<file path="config.mk">
export PLATFORM = sky130hd
export DESIGN_NAME = limber_gnrl_rand_pack
export DESIGN_NICKNAME = d
export VERILOG_FILES = /design/src/rtl/limber_gnrl_rand_pack_pkg.sv /design/src/rtl/limber_gnrl_fifo.sv /design/src/rtl/limber_gnrl_rand_pack.sv
export SDC_FILE = /design/constraint.sdc
export NUM_CORES = 1
export LEC_CHECK = 0
export ABC_AREA = 1
export ABC_CLOCK_PERIOD_IN_PS = 6300
export CORE_MARGIN = 2
export CORE_UTILIZATION = 40
export DETAILED_ROUTE_END_ITERATION = 10
export GPL_TIMING_DRIVEN = 0
export PLACE_DENSITY = 0.58
export SYNTH_ARGS = -nofsm -noshare
export SYNTH_HDL_FRONTEND = slang
export SYNTH_SLANG_ARGS = --single-unit
</file>
<file path="constraint.sdc">
create_clock -name i_clk -period 6.3 [get_ports i_clk]
set_clock_uncertainty 0.05 [all_clocks]
set_input_delay 0.945 -clock i_clk [delete_from_list [all_inputs] [get_ports i_clk]]
set_output_delay 0.945 -clock i_clk [all_outputs]
set_load 0.01 [all_outputs]
</file>
<file path="src/rtl/limber_gnrl_rand_pack_pkg.sv">
// Shared helpers for the random-word packer: width calculation, lane count
// and parameter legality checks.
package limber_gnrl_rand_pack_pkg;

  // Ceiling log2; returns 0 for n <= 1.
  function automatic int unsigned clog2_f(input int unsigned n);
    int unsigned r;
    r = 0;
    for (int unsigned v = 1; v < n; v = v << 1) r++;
    return r;
  endfunction

  // Counter width that is never zero, so a 1-state counter still has a bit.
  function automatic int unsigned width_f(input int unsigned n);
    return (clog2_f(n) == 0) ? 1 : clog2_f(n);
  endfunction

  function automatic int unsigned lanes_f(input int unsigned word_len,
                                          input int unsigned rand_len);
    return word_len / rand_len;
  endfunction

  function automatic bit is_pow2(input int unsigned n);
    return (n != 0) && ((n & (n - 1)) == 0);
  endfunction

  function automatic bit pack_params_ok(input int unsigned rand_len,
                                        input int unsigned word_len,
                                        input int unsigned decorr,
                                        input int unsigned fifo_depth);
    return (rand_len >= 1) && (word_len >= rand_len) &&
           ((word_len % rand_len) == 0) && (decorr >= 1) &&
           (fifo_depth >= 2) && is_pow2(fifo_depth);
  endfunction

endpackage

</file>
<file path="src/rtl/limber_gnrl_fifo.sv">
// Synchronous first-word-fall-through FIFO. Pointers carry one wrap bit so
// full and empty are distinguished without a separate counter. The head word
// reads as zero while the FIFO is empty.
module limber_gnrl_fifo
  import limber_gnrl_rand_pack_pkg::*;
#(
  parameter int unsigned WIDTH = 32,
  parameter int unsigned DEPTH = 4
) (
  input  logic                       i_clk,
  input  logic                       i_rst,
  input  logic                       i_push,
  input  logic [WIDTH-1:0]           i_wdata,
  input  logic                       i_pop,
  output logic [WIDTH-1:0]           o_rdata,
  output logic                       o_full,
  output logic                       o_empty,
  output logic [$clog2(DEPTH+1)-1:0] o_level
);

  localparam int unsigned AW   = clog2_f(DEPTH);
  localparam int unsigned LVLW = $clog2(DEPTH + 1);

  logic [WIDTH-1:0] mem_q [DEPTH];
  logic [WIDTH-1:0] mem_d [DEPTH];
  logic [AW:0]      wr_q, wr_d;
  logic [AW:0]      rd_q, rd_d;
  logic             do_push, do_pop;

  // Status flags, head word and occupancy from the pointer pair.
  always_comb begin
    o_empty = (wr_q == rd_q);
    o_full  = (wr_q[AW-1:0] == rd_q[AW-1:0]) && (wr_q[AW] != rd_q[AW]);
    o_rdata = o_empty ? '0 : mem_q[rd_q[AW-1:0]];
    o_level = LVLW'(wr_q - rd_q);
  end

  // A push into a full FIFO is only taken when the head is popped on the same edge.
  always_comb begin
    do_pop  = i_pop && !o_empty;
    do_push = i_push && (!o_full || do_pop);
    mem_d   = mem_q;
    wr_d    = wr_q;
    rd_d    = rd_q;
    if (do_push) begin
      mem_d[wr_q[AW-1:0]] = i_wdata;
      wr_d                = wr_q + 1'b1;
    end
    if (do_pop) begin
      rd_d = rd_q + 1'b1;
    end
  end

  // Storage and pointer registers.
  always_ff @(posedge i_clk or posedge i_rst) begin
    if (i_rst) begin
      for (int unsigned i = 0; i < DEPTH; i++) mem_q[i] <= '0;
      wr_q <= '0;
      rd_q <= '0;
    end else begin
      mem_q <= mem_d;
      wr_q  <= wr_d;
      rd_q  <= rd_d;
    end
  end

endmodule

</file>
<file path="src/rtl/limber_gnrl_rand_pack.sv">
// Samples the LFSR output every DECORR enabled cycles, packs LANES samples
// MSB-first into a word and queues completed words in a FWFT FIFO.
module limber_gnrl_rand_pack
  import limber_gnrl_rand_pack_pkg::*;
#(
  parameter int unsigned RAND_LEN   = 8,
  parameter int unsigned WORD_LEN   = 32,
  parameter int unsigned DECORR     = 8,
  parameter int unsigned FIFO_DEPTH = 4
) (
  input  logic                            i_clk,
  input  logic                            i_rst,
  input  logic [RAND_LEN-1:0]             i_rand,
  input  logic                            i_seed_wen,
  input  logic                            i_en,
  input  logic                            i_clr,
  output logic                            o_valid,
  input  logic                            i_ready,
  output logic [WORD_LEN-1:0]             o_data,
  output logic [$clog2(FIFO_DEPTH+1)-1:0] o_level,
  output logic                            o_drop
);

  localparam int unsigned LANES = lanes_f(WORD_LEN, RAND_LEN);
  localparam int unsigned CW    = width_f(DECORR);
  localparam int unsigned LW    = width_f(LANES);

  if (!pack_params_ok(RAND_LEN, WORD_LEN, DECORR, FIFO_DEPTH)) begin : g_bad_params
    $error("limber_gnrl_rand_pack: illegal parameter combination");
  end

  logic [CW-1:0]                cnt_q, cnt_d;
  logic [LW-1:0]                lane_q, lane_d;
  logic [WORD_LEN-1:0]          sr_q, sr_d;
  logic                         drop_q, drop_d;
  logic [WORD_LEN+RAND_LEN-1:0] sr_cat;
  logic                         sample;
  logic                         push;
  logic                         pop;
  logic                         fifo_full;
  logic                         fifo_empty;

  // Sample counter, lane counter and shift register; the completed word is
  // the shifted value itself, so it enters the FIFO on the same edge.
  always_comb begin
    cnt_d  = cnt_q;
    lane_d = lane_q;
    sr_d   = sr_q;
    push   = 1'b0;
    sr_cat = {sr_q, i_rand};
    sample = i_en && !i_seed_wen && (cnt_q == CW'(DECORR - 1));
    if (i_seed_wen) begin
      cnt_d  = '0;
      lane_d = '0;
      sr_d   = '0;
    end else if (i_en) begin
      if (sample) begin
        cnt_d = '0;
        sr_d  = sr_cat[WORD_LEN-1:0];
        if (lane_q == LW'(LANES - 1)) begin
          lane_d = '0;
          push   = 1'b1;
        end else begin
          lane_d = lane_q + 1'b1;
        end
      end else begin
        cnt_d = cnt_q + 1'b1;
      end
    end
  end

  // Sticky drop flag; a drop on the same edge as a clear takes priority.
  always_comb begin
    pop    = o_valid && i_ready;
    drop_d = drop_q;
    if (push && fifo_full && !pop) begin
      drop_d = 1'b1;
    end else if (i_clr) begin
      drop_d = 1'b0;
    end
  end

  // Packer state registers.
  always_ff @(posedge i_clk or posedge i_rst) begin
    if (i_rst) begin
      cnt_q  <= '0;
      lane_q <= '0;
      sr_q   <= '0;
      drop_q <= 1'b0;
    end else begin
      cnt_q  <= cnt_d;
      lane_q <= lane_d;
      sr_q   <= sr_d;
      drop_q <= drop_d;
    end
  end

  limber_gnrl_fifo #(
    .WIDTH (WORD_LEN),
    .DEPTH (FIFO_DEPTH)
  ) u_fifo (
    .i_clk   (i_clk),
    .i_rst   (i_rst),
    .i_push  (push),
    .i_wdata (sr_cat[WORD_LEN-1:0]),
    .i_pop   (pop),
    .o_rdata (o_data),
    .o_full  (fifo_full),
    .o_empty (fifo_empty),
    .o_level (o_level)
  );

  // Output flags.
  always_comb begin
    o_valid = !fifo_empty;
    o_drop  = drop_q;
  end

endmodule

</file>
# Word level (Yosys, flattened, before mapping)
# Index checks and enable logic that the tools add are counted.
# word_totals
elab_cells	66
reg_bits	164
in_bits	14
# op_classes
n_mux	23
eq_ne	5
n_bitwise	2
reduce_logical	18
add_sub_neg	5
magnitude_cmp	3
# ops
operator	n
$bwmux W128	1
$mux W32	4
$mux W24	3
$bmux W32 S2	1
$demux W32 S2	1
$add A3 B1 Y3 const B	3
$logic_and A1 B1 Y1	9
$mux W3	3
$mux W2	4
$ge A3 B3 Y1 const B	2
$mux W1	6
$not A2 Y3	2
$reduce_bool A2 Y1	3
$logic_not A1 Y1	4
$eq A3 B3 Y1	1
$eq A3 B3 Y1 const B	1
$lt A3 B1 Y1 const B	1
$sub A3 B3 Y3	1
$add A2 B1 Y2 const B	1
$eq A2 B2 Y1	1
$eq A2 B2 Y1 const B	1
$reduce_and A2 Y1	1
$logic_or A1 B1 Y1	1
$ne A1 B1 Y1	1

# Longest topological paths before layout
# depth
ltp_word	9
depth_mapped	11
depth_no_buf	8

# Hierarchy
# From an unflattened synthesis, not the netlist that was laid out.
# hier_totals
cells_unflattened	1015
area_unflattened_um2	8131.5
# modules_own_cells
mod	area_per_inst_um2	instances	seq_area_each_um2	cells_per_inst
limber_gnrl_fifo	6771.5	1	3353.2	876
limber_gnrl_rand_pack	1360.1	1	750.7	139

# Worst setup path after synthesis
# Ideal clock, no wire load.
# synth_timing
path_type	reg-to-output
start	reg u_fifo.rd_q[1]
end	out o_data[10]
arrival_time_ns	1.812
slack_ns	3.493
required_time_ns	5.305
path_stages_with_launch	9
path_buffers	3
cell_sequence	dfrtp_1 clkbuf_1 inv_1 buf_1 ha_1 nand2_1 nor2_1 buf_2 a21oi_1
# synth_between
elab_chain_cells	5
elab_cells_between_ends	6
# synth_lines
element	line_no	rtl
from (decl)	limber_gnrl_fifo.sv:27	logic [AW:0] rd_q, rd_d;
from (signal assigned)	limber_gnrl_fifo.sv:63	rd_q <= rd_d;
$not A2 Y3 (not written as such)	limber_gnrl_fifo.sv:34	o_rdata = o_empty ? '0 : mem_q[rd_q[AW-1:0]];
$bmux W32 S2	limber_gnrl_fifo.sv:34	
$mux W32 (not written as such) (2 in a row)	limber_gnrl_fifo.sv:34	
$mux W32 *	limber_gnrl_fifo.sv:34	
to (decl)	limber_gnrl_rand_pack.sv:19	output logic [WORD_LEN-1:0] o_data,
# Mark *: on every way between the ends. The rest lies on a longest branch, timed or not. The select of a mux whose other input is x is not followed.

# Worst setup path after layout
# layout_timing
start	reg u_fifo.rd_q[1]
end	out o_data[30]
# Same word-level chain as after synthesis.

==> results by group <==
STA
  – Final clock period utilization by the worst path: 75.5%
  – Max_slew headroom: 50.6%
  – Final setup vio count: 0
  – Transition time at the pin with the least slew margin: 0.741 ns
  – Fin. max-slew vios: 0
  – Count of endpoints failing hold in the final timing report: 0
  – Unrepaired setup endpoints after global routing: no
  – Hold slack final: 0.413 ns
  – Achievable Freq: 210 MHz
  – Time the worst path needs with I/O delays and setup: 4.76 ns

Synthesis
  – Gate count of the mapped netlist: 994
  – Main synth FF type: sky130_fd_sc_hd__dfrtp_1
  – Number of synthesized flops with an enable pin: 0
  – Leading cell types by total area after synthesis: sky130_fd_sc_hd__dfrtp_1, sky130_fd_sc_hd__nand2_1, sky130_fd_sc_hd__nand4_1, sky130_fd_sc_hd__nor2_1, sky130_fd_sc_hd__o21ai_0
  – Post-synthesis async set-or-reset flop share: 100%
  – Largest area contributor in the netlist: sky130_fd_sc_hd__dfrtp_1
  – Portion of synthesized cell area occupied by the leading cell type: 51.6%
  – Netlist area before placement: 7960 sq um
  – #FFs+latches synth: 164
  – Sequential fraction of the synthesis area: 51.6%
  – Number of warning messages in the yosys log: 0
  – Post-Syn Nets: 1019
  – Average footprint of a synthesized cell: 8.00 sq um
  – Post-synth cell types: 20

Worst hold path
  – Worst hold path type: flop to flop
  – Depth of the worst hold-timing path: 2

Layout
  – Most frequent cells in the layout: sky130_fd_sc_hd__nand2_1, sky130_fd_sc_hd__dfrtp_1, sky130_fd_sc_hd__nor2_1
  – Total area of sequential cells: 4100 sq um
  – Fraction of layout cells with a size suffix above 1: 7.90%
  – Number of fill cells: 1987
  – Area used by multi-input combinational logic: 3320 sq um
  – Total number of nets in the final design: 1089
  – Layout-stage area growth over the synthesis result: 19.0%
  – Antenna diode count: 0
  – Leading cell type in the layout, fill and taps excluded: sky130_fd_sc_hd__nand2_1

Clocking
  – Post-cts resize count: 0
  – TritonCTS clock tree: built
  – Hold buffer count at CTS: 0
  – Count of buffers added by post-CTS timing repair for setup: 0
  – Htree depth: 4
  – CTS clk-pin slew, worst paths: 0.06 ns
  – Inserted Clock Buffers: 17
  – Clk root buf: sky130_fd_sc_hd__clkbuf_16
  – Clock latency on the worst-skew pair: 0.43 ns
  – Clk sinks: 164
  – CTS max path bufs: 2

Die
  – Number of rows in the core area: 51
  – Die width: 145 um
  – Initial core utilization: 40.9%
  – Number of top-level pins: 51
  – Height of the chip: 145 um
  – Floorplan Core Area: 19500 sq um
  – Die outline area: 21000 sq um

Setup path
  – CP delay by family, top: buffers and inverters
  – Critical Path RT: 5.30 ns
  – Worst Reg2Reg Path Length in Cells: 11
  – Critical path, cell by cell: clkbuf_1 -> inv_1 -> buf_1 -> ha_1 -> nand2_1 -> nor2_1 -> buf_2 -> a21oi_1 -> clkdlybuf4s50_1
  – Number of logic stages on the critical path including buffering: 9
  – Slowest cell on the critical path: sky130_fd_sc_hd__nor2_1
  – Peak fanout along the critical path: 10
  – Critical path buffers and inverters: 5
  – Setup crit start kind: flop
  – Largest stage delay on the critical path: 0.51 ns
  – Data arrival time of the critical path: 3.76 ns
  – Critical setup path kind: flop to output port
  – Critical Path End Type: output port

GRT
  – Global-route wire length before repair: 40500 um
  – All-layer global routing usage: 24.7%
  – Maximum number of pins on one net before global-route repair: 122
  – Sum of overflow across all layers after global routing: 0
  – Via count of the first global-routing pass: 7257
  – Antenna violations before repair: 0

Flow run
  – Max-capacitance violation count: 0

Routing
  – Average vias per placed instance: 5.40
  – ANT nets after route: 0
  – Top Metal Used: met4
  – Vias: 7238
  – TritonRoute pass-1 iters: 5
  – DR WL met2: 11500 um
  – Iteration-0 DRC Markers: 687
  – Residual DRC: 0
  – DRT Wirelength: 25000 um
  – Wire length per cell: 18.6 um
  – Met1 wire length: 11700 um
  – Total length of routed met3 wires: 1330 um

Placement
  – Estimated wirelength of the detail-placed design: 17300 um
  – Final Wtd Congestion: 0.849
  – # port buffers: 50

Pwr
  – Overall power consumption: 2290 uW
  – P per Cell Area: 242 nW/um^2
  – Static power due to leakage: 0.00459 uW
  – Maximum ir drop on the vdd rail: 0.000195 V

Run status
  – Result of the run: finished, final reports clean
-- cells in the mapped netlist, types with 3 or more instances --
cell / number
sky130_fd_sc_hd__a21oi_1: 34
sky130_fd_sc_hd__buf_1: 6
sky130_fd_sc_hd__buf_2: 36
sky130_fd_sc_hd__buf_4: 10
sky130_fd_sc_hd__clkbuf_1: 36
sky130_fd_sc_hd__dfrtp_1: 164
sky130_fd_sc_hd__ha_1: 10
sky130_fd_sc_hd__inv_1: 29
sky130_fd_sc_hd__inv_2: 3
sky130_fd_sc_hd__nand2_1: 277
sky130_fd_sc_hd__nand3_1: 28
sky130_fd_sc_hd__nand4_1: 130
sky130_fd_sc_hd__nor2_1: 131
sky130_fd_sc_hd__o21ai_0: 84
sky130_fd_sc_hd__o22ai_1: 9
-- logic make-up after synthesis --
group,after synthesis,synth area share [%]
AO/OA/AOI/OAI,127,8.13
XOR/XNOR,2,0.220
adder cells (fa/ha/maj),11,1.82
buffers and inverters,120,6.70
flip-flops,164,51.6
AND/OR/NAND/NOR,570,31.5
-- flip-flops by register name (all words and copies together), names as in the netlist --
signal / flops
cnt_q: 3
lane_q: 2
o_drop: 1
sr_q: 24
u_fifo.mem_q: 128
u_fifo.rd_q: 3
u_fifo.wr_q: 3
-- per-stage QoR --
step / setup WS [ns] / util [%] / instance area, sq um / setup TNS [ns] / instances
after floorplan: 0.872 / - / 7960 / 0 / 994
after global placement: -1.66 / 45.2 / 8790 / -269.94 / 1309
after detailed placement: 1.99 / 45.3 / 8820 / 0 / 1310
after CTS: 1.51 / 48.6 / 9470 / 0 / 1341
after global routing: 1.31 / 48.6 / 9470 / 0 / 1341
final: 1.54 / 48.6 / 9470 / 0 / 1341
-- worst reg2reg max path, delay by kind of cell (launching register included) --
kind | cells | cell delay, ns
adders and majority gates | 1 | 0.41
DFF | 1 | 0.40
and+or+nand+nor | 6 | 0.91
buffers and inverters | 4 | 1.27
-- cell type report --
cell class / count / area share [%]
flip-flops and latches: 164 / 43.3
multi-input cells: 710 / 35.1
repair buffers: 51 / 5.58
clock buffers: 23 / 5.26
plain buffers: 88 / 4.36
well taps: 265 / 3.50
clock inverters: 8 / 1.55
inverters: 32 / 1.35
-- worst paths after layout --
path,start,to,slack [ns]
min in group asynchronous,i_rst,u_fifo.mem_q[102],0.85
max in group asynchronous,i_rst,u_fifo.mem_q[87],4.43
hold / removal,u_fifo.mem_q[78],u_fifo.mem_q[78],0.41
setup / recovery,u_fifo.rd_q[1],o_data[30],1.54
hold reg to reg,u_fifo.mem_q[78],u_fifo.mem_q[78],0.41
setup reg to reg,u_fifo.rd_q[1],u_fifo.mem_q[25],3.18
-- metal layers --
| metal | GRT usage [%] | vias up |
|---|---|---|
| met5 | 0 | - |
| met4 | 7.23 | 0 |
| met3 | 5.47 | 40 |
| met2 | 38.7 | 227 |
| met1 | 34.3 | 3497 |
| li1 | - | 3474 |
-- where the power goes --
group / internal (uW) / switching [uW] / total, uW
Clock: 714 / 426 / 1140
Combinational: 21.1 / 52.9 / 74.0
Sequential: 1060 / 10.8 / 1070
Note: power is estimated with default switching activity, not from simulation.
